**config.mk**
```make
export PLATFORM = sky130hd
export DESIGN_NAME = wfg_core_pulse_gen
export DESIGN_NICKNAME = d
export VERILOG_FILES = /design/src/rtl/wfg_core_pulse_gen.sv
export SDC_FILE = /design/constraint.sdc
export NUM_CORES = 1
export LEC_CHECK = 0
export CORE_MARGIN = 5
export CORE_UTILIZATION = 40
export CTS_BUF_LIST = sky130_fd_sc_hd__clkbuf_16
export CTS_CLUSTER_DIAMETER = 100
export DETAILED_ROUTE_END_ITERATION = 10
export GPL_ROUTABILITY_DRIVEN = 1
export PLACE_DENSITY = 0.59
export SLEW_MARGIN = 20
export SYNTH_ARGS = -nofsm -noshare
export SYNTH_HDL_FRONTEND = slang
export SYNTH_SLANG_ARGS = --single-unit
export TNS_END_PERCENT = 100
```
**constraint.sdc**
```tcl
create_clock -name clk -period 3.6 [get_ports clk]
set_clock_uncertainty 0.15 [all_clocks]
set_input_delay 0.9 -clock clk [delete_from_list [all_inputs] [get_ports clk]]
set_output_delay 0.9 -clock clk [all_outputs]
set_load 0.02 [all_outputs]
```
**src/rtl/wfg_core_pulse_gen.sv**
```systemverilog
// Subcycle/sync timing engine for the waveform-generator core, with shadowed period config.
// Optional WFG_CORE_SYNC_CNT_EN adds a 16-bit count of sync pulses since start.
module wfg_core_pulse_gen #(
  parameter int SUBW  = 16,
  parameter int SYNCW = 8
) (
  input  logic             clk,
  input  logic             rst_n,
  input  logic             ctrl_en_q_i,
  input  logic [SUBW-1:0]  cfg_subcycle_q_i,
  input  logic [SYNCW-1:0] cfg_sync_q_i,
  output logic             wfg_core_subcycle_o,
  output logic             wfg_core_sync_o,
  output logic             wfg_core_start_o,
  output logic [SYNCW-1:0] wfg_core_subcycle_cnt_o,
  output logic             wfg_core_active_o
`ifdef WFG_CORE_SYNC_CNT_EN
  ,
  output logic [15:0]      wfg_core_sync_cnt_o
`endif
);

  typedef enum logic {
    ST_IDLE = 1'b0,
    ST_RUN  = 1'b1
  } state_t;

  state_t           state_q, state_d;
  logic [SUBW-1:0]  sc_cnt_q, sc_cnt_d;
  logic [SYNCW-1:0] sy_cnt_q, sy_cnt_d;
  logic [SUBW-1:0]  sub_sh_q, sub_sh_d;
  logic [SYNCW-1:0] sync_sh_q, sync_sh_d;
  logic             subcycle_q, subcycle_d;
  logic             sync_q, sync_d;
  logic             start_q, start_d;
`ifdef WFG_CORE_SYNC_CNT_EN
  logic [15:0]      sync_cnt_q, sync_cnt_d;
`endif

  // Next-state and next-output logic; pulses default low every cycle.
  always_comb begin
    state_d    = state_q;
    sc_cnt_d   = sc_cnt_q;
    sy_cnt_d   = sy_cnt_q;
    sub_sh_d   = sub_sh_q;
    sync_sh_d  = sync_sh_q;
    subcycle_d = 1'b0;
    sync_d     = 1'b0;
    start_d    = 1'b0;
`ifdef WFG_CORE_SYNC_CNT_EN
    sync_cnt_d = sync_cnt_q;
`endif
    case (state_q)
      ST_IDLE: begin
        sc_cnt_d  = '0;
        sy_cnt_d  = '0;
        sub_sh_d  = '0;
        sync_sh_d = '0;
`ifdef WFG_CORE_SYNC_CNT_EN
        sync_cnt_d = '0;
`endif
        if (ctrl_en_q_i) begin
          state_d    = ST_RUN;
          sub_sh_d   = cfg_subcycle_q_i;
          sync_sh_d  = cfg_sync_q_i;
          subcycle_d = 1'b1;
          sync_d     = 1'b1;
          start_d    = 1'b1;
        end
      end
      ST_RUN: begin
        if (!ctrl_en_q_i) begin
          // Disable takes priority over any boundary falling on this edge.
          state_d   = ST_IDLE;
          sc_cnt_d  = '0;
          sy_cnt_d  = '0;
          sub_sh_d  = '0;
          sync_sh_d = '0;
`ifdef WFG_CORE_SYNC_CNT_EN
          sync_cnt_d = '0;
`endif
        end else if (sc_cnt_q != sub_sh_q) begin
          sc_cnt_d = sc_cnt_q + SUBW'(1);
        end else begin
          sc_cnt_d   = '0;
          subcycle_d = 1'b1;
          if (sy_cnt_q == sync_sh_q) begin
            // Sync boundary is the only point where new config is adopted.
            sy_cnt_d  = '0;
            sync_d    = 1'b1;
            sub_sh_d  = cfg_subcycle_q_i;
            sync_sh_d = cfg_sync_q_i;
`ifdef WFG_CORE_SYNC_CNT_EN
            sync_cnt_d = sync_cnt_q + 16'd1;
`endif
          end else begin
            sy_cnt_d = sy_cnt_q + SYNCW'(1);
          end
        end
      end
      default: begin
        state_d = ST_IDLE;
      end
    endcase
  end

  always_ff @(posedge clk or negedge rst_n) begin
    if (!rst_n) begin
      state_q    <= ST_IDLE;
      sc_cnt_q   <= '0;
      sy_cnt_q   <= '0;
      sub_sh_q   <= '0;
      sync_sh_q  <= '0;
      subcycle_q <= 1'b0;
      sync_q     <= 1'b0;
      start_q    <= 1'b0;
`ifdef WFG_CORE_SYNC_CNT_EN
      sync_cnt_q <= '0;
`endif
    end else begin
      state_q    <= state_d;
      sc_cnt_q   <= sc_cnt_d;
      sy_cnt_q   <= sy_cnt_d;
      sub_sh_q   <= sub_sh_d;
      sync_sh_q  <= sync_sh_d;
      subcycle_q <= subcycle_d;
      sync_q     <= sync_d;
      start_q    <= start_d;
`ifdef WFG_CORE_SYNC_CNT_EN
      sync_cnt_q <= sync_cnt_d;
`endif
    end
  end

  assign wfg_core_subcycle_o     = subcycle_q;
  assign wfg_core_sync_o         = sync_q;
  assign wfg_core_start_o        = start_q;
  assign wfg_core_subcycle_cnt_o = sy_cnt_q;
  assign wfg_core_active_o       = (state_q == ST_RUN);
`ifdef WFG_CORE_SYNC_CNT_EN
  assign wfg_core_sync_cnt_o     = sync_cnt_q;
`endif

endmodule

```
Word-level counts from Yosys, hierarchy flattened
Index checks and enable logic that the tools add are counted.

storage, ports and cells
  output and inout port bits = 12
  word-level logic and storage cells = 42
  ROM bits = 0
  bits in registers = 52
  input bits = 27
  memories kept = 0
  bits in latches = 0
  bits in writable memories = 0

operators by class
  add/sub/neg operators = 2
  bitwise operators = 1
  reductions and logical operators = 1
  multiply operators = 0
  muxes and demuxes = 26
  shift operators = 0
  $lt $le $gt $ge = 0
  div/mod/pow operators = 0
  equality and inequality tests = 4

operator list
  operator                 count
  $mux W16                 6
  $pmux W16 S2             2
  $mux W8                  7
  $pmux W8 S2              2
  $add A16 B1 Y16 const B  1
  $ne A16 B16 Y1           1
  $add A8 B1 Y8 const B    1
  $eq A8 B8 Y1             1
  $mux W1                  7
  $pmux W1 S2              2
  $ne A3 B2 Y1 const B     1
  $ne A3 B3 Y1 const B     1
  $reduce_and A2 Y1        1
  $not A1 Y1               1

Longest topological paths before layout
Gate-level depths: netlist of the first run.

  word-level depth = 5
  depth in mapped cells = 8
  depth with buffers taken out = 6

Worst setup path before layout of the first run
No wires, ideal clock.

  kind = input to register
  start point = input ctrl_en_q_i
  end point = register sync_sh_q[7]
  required time = 3.334 ns
  stages = 6
  arrival = 1.917 ns
  buffers on the path = 3
  setup time = 0.116 ns
  setup slack = 1.417 ns
  cells stage by stage = clkbuf_1 -> nor2b_1 -> clkbuf_1 -> clkbuf_1 -> a22oi_1 -> o311ai_0

on the way
  cells in the longest elaborated chain, start to end = 2
  elaborated cells between the ends (all ways) = 6
  those cells by class = 2 x eq/ne; 3 x mux; 1 x reduce/logical

RTL lines
  what                                              line  text
  start: declaration                                9     input logic ctrl_en_q_i,
  $mux W8, or another cell as far along             72    if (!ctrl_en_q_i) begin
  $pmux W8 S2 or $reduce_and A2 Y1 (tied branches)  -
  end signal: assignment                            125   sync_sh_q <= sync_sh_d;
  end: declaration                                  32    logic [SYNCW-1:0] sync_sh_q, sync_sh_d;

Parallel ways exist; a longest one is shown, timed or not.
A chain may end at the register's enable or synchronous reset.

Final worst setup path of the first run
  start point = register sc_cnt_q[9]
  end point = register sync_sh_q[0]

on the way
  cells in the longest elaborated chain, start to end = 3

RTL lines
  what                                line  text
  start: declaration                  29    logic [SUBW-1:0] sc_cnt_q, sc_cnt_d;
  start signal: assignment            122   sc_cnt_q <= sc_cnt_d;
  $ne A16 B16 Y1                      82    end else if (sc_cnt_q != sub_sh_q) begin
  $ne A3 B3 Y1 (no source line)       -
  $reduce_and A2 Y1 (no source line)  -

No other way between the ends.

==> results of run 1 <==
## power by group through the flow
stage	logic (mW)	clock network (mW)	registers [mW]
floorplan	0.129	0	0.644
global placement	0.208	0	0.649
detailed placement	0.213	0	0.649
CTS	0.214	0.501	0.638
global route	0.238	0.521	0.641
finish	0.211	0.490	0.638
## critical path, delay by kind of cell, from the launching register on
kind	cells	cell delay, ps
flops	1	440
buf+inv	1	430
xor+xnor	1	180
compound gates	1	400
simple gates	2	940
## routing by layer
layer  vias up  track usage (%)  part of all wire, %
met3         5             3.10                  4.8
met1      1243             24.4                   49
li1       1223                -                    -
met4         0             4.67                  1.1
met2        51             27.7                   46
met5         -                0                    0
## sequential cells by signal, indices dropped and copies added, names as in the netlist
register,flops
wfg_core_sync_o,1
sync_sh_q,8
wfg_core_active_o,1
sub_sh_q,16
wfg_core_subcycle_o,1
wfg_core_subcycle_cnt_o,8
wfg_core_start_o,1
sc_cnt_q,16
## placed cells by master (no fill, tap or decap), drive strengths merged
cell / count
inv: 2
or3b: 1
nor4: 5
clkinv: 2
ha: 2
nand3: 6
clkdlybuf4s50: 37
and3: 31
nor2b: 1
a21oi: 3
and2: 2
buf: 7
o311ai: 24
xnor2: 15
a22oi: 23
o21bai: 4
or2: 1
nor3: 4
xor2: 23
nand4: 6
a32o: 4
nor2: 21
o2bb2ai: 2
a32oi: 1
nor3b: 4
a21boi: 1
a31o: 1
dfrtp: 52
clkbuf: 5
o21ai: 1
nand2: 58
## cells by family after synthesis
| logic type | count (synthesis) | synth area share (%) |
|---|---|---|
| buffers and inverters | 28 | 4.19 |
| AOI/OAI and AO/OA | 64 | 17.3 |
| xor gates and xnor gates | 38 | 11.1 |
| adders and majority gates | 2 | 0.838 |
| DFF | 52 | 43.6 |
| and+or+nand+nor | 140 | 23.0 |
## per-stage QoR
step / cell area (um^2) / setup slack (ps) / hold slack, ps / total power [mW]
2_1_floorplan: 2990 / 1420 / 322 / 0.774
3_3_place_gp: 3410 / 974 / 350 / 0.856
3_5_place_dp: 3410 / 899 / 353 / 0.861
4_1_cts: 3560 / 897 / 365 / 1.35
5_1_grt: 3560 / 683 / 382 / 1.40
6_report: 3560 / 922 / 357 / 1.34
## cell type report
type,instances,area (um^2)
clock buffers,5,125
fillers,684,3700
repair buffers,44,420
clock inverters,3,22.5
well taps,99,124
inverters,1,3.75
multi-input cells,244,1560
flip-flops and latches,52,1300
## worst paths after layout
| path | cells past startpoint | startpoint | endpoint |
|---|---|---|---|
| worst max register to register | 5 | sc_cnt_q[9]$_DFF_PN0_ | sync_sh_q[0]$_DFFE_PN0P_ |
| worst max-delay path | 5 | sc_cnt_q[9]$_DFF_PN0_ | sync_sh_q[0]$_DFFE_PN0P_ |
| worst min-delay path | 1 | rst_n | sc_cnt_q[12]$_DFF_PN0_ |
| max in group asynchronous | 2 | rst_n | sync_sh_q[7]$_DFFE_PN0P_ |
| min in group clk | 1 | sc_cnt_q[0]$_DFF_PN0_ | sc_cnt_q[0]$_DFF_PN0_ |
| worst min register to register | 1 | sc_cnt_q[0]$_DFF_PN0_ | sc_cnt_q[0]$_DFF_PN0_ |
==> impl_metrics.yaml, run 1 <==
run_status:
  outcome: "finished clean"
finish:
  drive_gt1_share_pct: 5.16
  area_growth_pct: 19.1
  num_antenna_cells: 0
  post-route-util_pct: 49.0
  nets: 377
  instances_no_fill: 448
floorplan:
  core_area_um2: 7250
  die_w_um: 96.4
  initial_core_util_pct: 41.2
  die_area_um2: 9290
  io_pins: 39
  fp.dieH_um: 96.4
  row_count: 31
timing:
  max_freq_ghz: 0.373
  grt_setup_unrepaired: "no"
  worstMarginPinSlew_ps: 884
  fin_crit_ps: 2680
  drv_slew: 0
  fin_crit_sh_pct: 74.4
  finalHoldViolations: 0
  finalSetupViolCount: 0
  max_slew_margin_pct: 41.1
  tns_ps: 0
clocking:
  h-tree-depth: 2
  cts_tree: "done"
  cts_root_buf: "clkbuf_16"
  hold_buffers: 0
  clkTransAtPathRegs_ps: 70
  clock_sinks: 52
  cts_resized: 0
  clk_latency_ps: 290
  clockBufferDepth: 2
  numCtsBuffers: 5
  post_cts_buffers: 0
critical_path:
  critPathMaxStageDelay_ps: 520
  worstSetupEndpointType: "flip-flop"
  startpoint_type: "flip-flop"
  ff2ff_setup_slack_ps: 920
  path_class: "flip-flop to flip-flop"
  cpMaxStageDelayCell: "nor4_1"
  crit_chain: "xor2_1 > nor4_1 > nand4_2 > buf_4 > o311ai_0"
  critPathArrivalTime_ps: 2690
  cp_max_fo: 49
  critPathRequiredTime_ps: 3620
power:
  power.internal_uw: 962
  power_switching_uw: 376
  clkPwrFrac_pct: 36.6
  p_leak_nw: 1.58
  p_per_area_nw_per_um2: 376
  ir_worst_vdd_mv: 0.222
  p_comb_share_pct: 15.8
  p_sw_share_pct: 28.1
  power_frac_seq_pct: 47.6
route:
  vias_per_cell: 5.63
  vias: 2522
  drt-initial-drc-count: 158
  routedWlPerCell_um: 16.6
  routed_wl_um: 7440
  postRouteAntennaNets: 0
  dr.pass1.iters: 7
  drc_errors: 0
yosys:
  synth_area_leaders: "dfrtp_1, nand2_1, xor2_1"
  synth-edff-count: 0
  synth-seq-cells: 52
  synth_top_area_cell: "dfrtp_1"
  synth.distinct_cells: 34
  synthCells: 324
  ys_top_cells_by_count: "nand2_1, dfrtp_1, and3_1, a22oi_1, xor2_1"
  synth_seq_area_share_pct: 43.6
  synth_flop_cell: "dfrtp_1"
  syn-mean-instance-area_um2: 9.21
  synth_warnings: 0
  yosysMostFrequentCell: "nand2_1"
  syn_nets: 353
  synth_top_area_share_pct: 43.6
  async_reset_ff_share_pct: 100
  synth_area_um2: 2990
global_route:
  grt_usage_pct: 17.4
  grt_max_degree: 52
  grt_pass1_wl_um: 12700
  antenna_found_initial: 0
  gr-total-overflow: 0
  grt_pass1_vias: 2544
placed_design:
  io_buffers: 38
  dpl.hpwl_um: 4900
  place.gp.congestion: 0.748
  placed_cells: 440
hold_path:
  hp-class: "primary input to async pin"
job:
  maxCapViolations: 0
Power figures use the tool's default switching activity.
==> inputs of run 2 (changes only) <==
==> constraint.sdc (replaced) <==
create_clock -name clk -period 2.7 [get_ports clk]
set_clock_uncertainty 0.15 [all_clocks]
set_input_delay 0.675 -clock clk [delete_from_list [all_inputs] [get_ports clk]]
set_output_delay 0.675 -clock clk [all_outputs]
set_load 0.02 [all_outputs]
==> run 2 against run 1 <==
Against the previous run:
- cell count increased by 1.6%
- hold slack got worse by 150 ps
- sequential share of layout area down 0.81 points
- count of clock-buffer cells in the layout did not move
- critical path depth unchanged
- core utilization rose by 1.1 points
- critical path type unchanged
- combinational power up 38%
- fmax increased by 9.0%
- non-clock buffer count is 7 higher
- total power up 38%
- die area stayed put
- flip-flop and latch count unchanged
==> impl_metrics.yaml, run 2 (synthesis results as in run 1) <==
critical_path:
  critPathMaxStageDelay_ps: 500
  r2r_end: "sub_sh_q[14]$_DFFE_PN0P_"
  cpMaxStageDelayCell: "nor4_1"
  cp-endpoint: "sub_sh_q[14]$_DFFE_PN0P_"
  critPathRequiredTime_ps: 2700
  critPathArrivalTime_ps: 2460
  cp-startpoint: "sc_cnt_q[5]$_DFF_PN0_"
  crit_chain: "xor2_1 > nor4_1 > nand4_2 > buf_4 > o311ai_0"
  path_class: "flip-flop to flip-flop"
  worstSetupEndpointType: "flip-flop"
  ff2ff_setup_slack_ps: 240
  startpoint_type: "flip-flop"
  r2r_start: "sc_cnt_q[5]$_DFF_PN0_"
  cp_max_fo: 23
  worst_r2r_path_depth: 5
route:
  routedWlPerCell_um: 16.0
  drt-initial-drc-count: 152
  routed_wl_um: 7300
  vias_per_cell: 5.55
  drc_errors: 0
  vias: 2526
  dr.pass1.iters: 4
  postRouteAntennaNets: 0
clocking:
  clock_sinks: 52
  hold_buffers: 0
  cts_root_buf: "clkbuf_16"
  cts_tree: "done"
  clockBufferDepth: 2
  clkTransAtPathRegs_ps: 70
  cts_resized: 0
  h-tree-depth: 2
  numCtsBuffers: 5
  clk_latency_ps: 290
  post_cts_buffers: 0
timing:
  tns_ps: 0
  worstMarginPinSlew_ps: 518
  finalSetupViolCount: 0
  finalHoldViolations: 0
  max_slew_margin_pct: 65.2
  grt_setup_unrepaired: "no"
  fin_crit_ps: 2460
  max_freq_ghz: 0.407
  fin_crit_sh_pct: 91.0
  drv_slew: 0
floorplan:
  fp.dieH_um: 96.4
  core_area_um2: 7250
  die_area_um2: 9290
  die_w_um: 96.4
  initial_core_util_pct: 41.2
  io_pins: 39
  row_count: 31
placed_design:
  io_buffers: 38
  place.gp.congestion: 0.766
  dpl.hpwl_um: 4990
  placed_area_um2: 3470
global_route:
  antenna_found_initial: 0
  grt_pass1_vias: 2377
  grt_pass1_wl_um: 12100
  gr-total-overflow: 0
  grt_usage_pct: 16.8
  grt_max_degree: 33
hold_path:
  hp-class: "primary input to async pin"
power:
  power_mw: 1.85
  p_leak_nw: 1.62
  p_per_area_nw_per_um2: 508
  ir_worst_vdd_mv: 0.247
finish:
  design_area_um2: 3640
  final_cell_mix: "nand2_1, dfrtp_1, clkdlybuf4s50_1"
  final_common_cell: "nand2_1"
  area_growth_pct: 21.8
  drive_gt1_share_pct: 6.46
  num_antenna_cells: 0
  top_regs: "sc_cnt_q: 16 flops, sub_sh_q: 16 flops"
  nets: 384
job:
  maxCapViolations: 0
run_status:
  outcome: "finished clean"
==> run 2: metrics by stage <==
step / instances / hold WS, ps / util (%) / worst slack [ps]
CTS: 455 / 231 / 50.1 / 259
global placement: 447 / 357 / 47.9 / 323
detailed placement: 447 / 355 / 47.9 / 330
global route: 455 / 247 / 50.1 / 87.8
finish: 455 / 211 / 50.1 / 243
floorplan: 324 / 229 / - / 742
==> run 2: final cells by class <==
class,count,area (um^2)
inverter,1,3.75
multi-input combinational,244,1560
sequential,52,1300
clock buffer,5,125
clock inverter,3,37.5
fill,696,3620
tap,99,124
timing repair buffer,51,485
==> run 2: metal layers <==
metal / vias to the layer above / global-route usage, % / share of wire (%) / routed length, um
met4: 0 / 5.14 / 0.95 / 69
met5: - / 0 / 0 / 0
li1: 1245 / - / - / -
met1: 1210 / 23.9 / 48 / 3490
met3: 6 / 2.79 / 4.5 / 332
met2: 65 / 26.2 / 47 / 3400
==> run 2: worst min-delay path by stage <==
stage	start	end	slack, ps	depth (start not counted)
final	rst_n	wfg_core_subcycle_cnt_o[7]$_DFFE_PN0P_	210	1
after global routing	rst_n	sub_sh_q[9]$_DFFE_PN0P_	250	1
after CTS	rst_n	sub_sh_q[9]$_DFFE_PN0P_	230	1
after detailed placement	sc_cnt_q[0]$_DFF_PN0_	sc_cnt_q[0]$_DFF_PN0_	360	1
after global placement	sc_cnt_q[0]$_DFF_PN0_	sc_cnt_q[0]$_DFF_PN0_	360	1
after floorplan	rst_n	sc_cnt_q[0]$_DFF_PN0_	230	0
==> run 2: worst max-delay path, delay by kind of cell, from the launching register on <==
kind | cells | cell delay (ps)
flip-flops | 1 | 440
AO/OA/AOI/OAI | 1 | 400
XOR/XNOR | 1 | 180
AND/OR/NAND/NOR | 2 | 820
buffers and inverters | 1 | 310
==> run 2: where the power goes <==
part	leakage, nW	internal (mW)	switching [mW]
clock	0.0789	0.431	0.275
sequential	0.698	0.820	0.0307
combinational	0.841	0.126	0.166
==> inputs of run 3 (changes only) <==
--- a/config.mk
+++ b/config.mk
@@ -6,12 +6,12 @@
 export NUM_CORES = 1
 export LEC_CHECK = 0
 export CORE_MARGIN = 5
-export CORE_UTILIZATION = 40
+export CORE_UTILIZATION = 55
 export CTS_BUF_LIST = sky130_fd_sc_hd__clkbuf_16
 export CTS_CLUSTER_DIAMETER = 100
 export DETAILED_ROUTE_END_ITERATION = 10
 export GPL_ROUTABILITY_DRIVEN = 1
-export PLACE_DENSITY = 0.59
+export PLACE_DENSITY = 0.78
 export SLEW_MARGIN = 20
 export SYNTH_ARGS = -nofsm -noshare
 export SYNTH_HDL_FRONTEND = slang
==> constraint.sdc (replaced) <==
create_clock -name clk -period 2.65 [get_ports clk]
set_clock_uncertainty 0.15 [all_clocks]
set_input_delay 0.6625 -clock clk [delete_from_list [all_inputs] [get_ports clk]]
set_output_delay 0.6625 -clock clk [all_outputs]
set_load 0.02 [all_outputs]
==> run 3 against run 2 <==
Against the previous run:
- register-to-register slack gained 50 ps
- cell count shrank 6.8%
- routed wire length shrank 4.3%
- via count grew 2.0%
- count of clock-buffer cells in the layout is the same
- critical endpoint is now wfg_core_subcycle_cnt_o[5]$_DFFE_PN0P_
- largest cell class unchanged
==> impl_metrics.yaml, run 3 (synthesis results as in run 1) <==
clocking:
  cts_resized: 0
  post_cts_buffers: 0
  clock_sinks: 52
  hold_buffers: 0
  cts_tree: "done"
  cts_root_buf: "clkbuf_16"
  clk_latency_ps: 290
  numCtsBuffers: 5
  h-tree-depth: 2
  clockBufferDepth: 2
  clkTransAtPathRegs_ps: 70
timing:
  grt_setup_unrepaired: "no"
  tns_ps: 0
  fin_crit_sh_pct: 88.8
  max_slew_margin_pct: 64.1
  fin_crit_ps: 2350
  worstMarginPinSlew_ps: 538
  max_freq_ghz: 0.425
  finalSetupViolCount: 0
  drv_slew: 0
  finalHoldViolations: 0
critical_path:
  r2r_end: "wfg_core_subcycle_cnt_o[5]$_DFFE_PN0P_"
  cpLargestDelayFamily: "simple AND/OR/NAND/NOR gates"
  r2r_start: "sc_cnt_q[5]$_DFF_PN0_"
  path_class: "flip-flop to flip-flop"
  crit_chain: "xor2_1 > nor4_1 > nand4_2 > buf_4 > nor2_1 > a32o_1"
  critPathRequiredTime_ps: 2720
  cp.buffers_inverters: 1
  worstSetupEndpointType: "flip-flop"
  critPathMaxStageDelay_ps: 460
  critPathArrivalTime_ps: 2420
  ff2ff_setup_slack_ps: 300
  startpoint_type: "flip-flop"
  cp_max_fo: 35
  worst_r2r_path_depth: 6
  cpMaxStageDelayCell: "nor4_1"
route:
  postRouteAntennaNets: 0
  routed_wl_um: 6980
  dr.pass1.iters: 5
  routedWlPerCell_um: 16.5
  drc_errors: 0
  vias: 2576
  drt-initial-drc-count: 163
  vias_per_cell: 6.08
global_route:
  grt_usage_pct: 20.8
  grt_pass1_vias: 2473
  antenna_found_initial: 0
  gr-total-overflow: 0
  grt_max_degree: 36
  grt_pass1_wl_um: 11900
finish:
  n_fill_cell: 417
  final_cell_mix: "nand2_1, dfrtp_1, clkdlybuf4s50_1"
  nets: 382
  post-route-util_pct: 68.4
  area_growth_pct: 19.3
  drive_gt1_share_pct: 6.21
  num_antenna_cells: 0
  top_regs: "sc_cnt_q: 16 flops, sub_sh_q: 16 flops"
  final_common_cell: "nand2_1"
  design_area_um2: 3560
floorplan:
  initial_core_util_pct: 57.4
  die_w_um: 83.7
  core_area_um2: 5200
  fp.dieH_um: 83.7
  die_area_um2: 7000
  row_count: 26
  io_pins: 39
power:
  p_leak_nw: 1.60
  ir_worst_vdd_mv: 0.392
  p_per_area_nw_per_um2: 500
placed_design:
  dpl.hpwl_um: 4840
  io_buffers: 38
  placed_area_um2: 3420
  place.gp.congestion: 0.816
job:
  maxCapViolations: 0
hold_path:
  hp-class: "primary input to async pin"
run_status:
  outcome: "finished clean"
## run 3: cell count changes in the layout (fill, tap and decap cells not counted), sizes merged
cell    delta
buf        -2
bufinv     -1
clkinv     +1
## run 3: cell type report
class | instances | area (um^2) | share of cell area (%)
repair buffers | 49 | 470 | 13.2
multi-input cells | 244 | 1560 | 43.8
clock inverters | 3 | 13.8 | 0.387
clock buffers | 5 | 125 | 3.51
flip-flops and latches | 52 | 1300 | 36.5
well taps | 70 | 87.6 | 2.46
inverters | 1 | 3.75 | 0.105
## run 3: how the worst max path moves through the flow
stage	slack, ps	endpoint	cells after the start	startpoint
floorplan	690	wfg_core_subcycle_cnt_o[4]$_DFFE_PN0P_	7	sc_cnt_q[3]$_DFF_PN0_
global placement	400	wfg_core_subcycle_cnt_o[4]$_DFFE_PN0P_	6	sc_cnt_q[5]$_DFF_PN0_
detailed placement	350	sub_sh_q[12]$_DFFE_PN0P_	5	ctrl_en_q_i
CTS	300	wfg_core_subcycle_cnt_o[5]$_DFFE_PN0P_	6	sc_cnt_q[5]$_DFF_PN0_
global route	160	sc_cnt_q[4]$_DFF_PN0_	6	sc_cnt_q[5]$_DFF_PN0_
finish	300	wfg_core_subcycle_cnt_o[5]$_DFFE_PN0P_	6	sc_cnt_q[5]$_DFF_PN0_
## run 3: per-layer routing
layer  vias to the layer above  part of all wire [%]  GRT usage, %  routed length, um
li1                       1238                     -             -                  -
met1                      1266                    48          29.3               3320
met2                        61                    46          31.8               3230
met3                        11                   4.8          5.03                332
met4                         0                   1.4          5.99                 99
met5                         -                     0             0                  0
## run 3: metrics by stage
stage	worst slack [ps]	power, mW	hold slack, ps	instances
after floorplan	692	1.05	217	324
after global placement	396	1.16	348	416
after CTS	305	1.80	192	424
final	297	1.78	174	424
after global routing	162	1.86	205	424
after detailed placement	352	1.17	361	416
## run 3: power breakdown
part	switching, mW	internal [mW]	total [mW]
Combinational	0.166	0.125	0.291
Sequential	0.0313	0.835	0.867
Clock	0.280	0.344	0.624
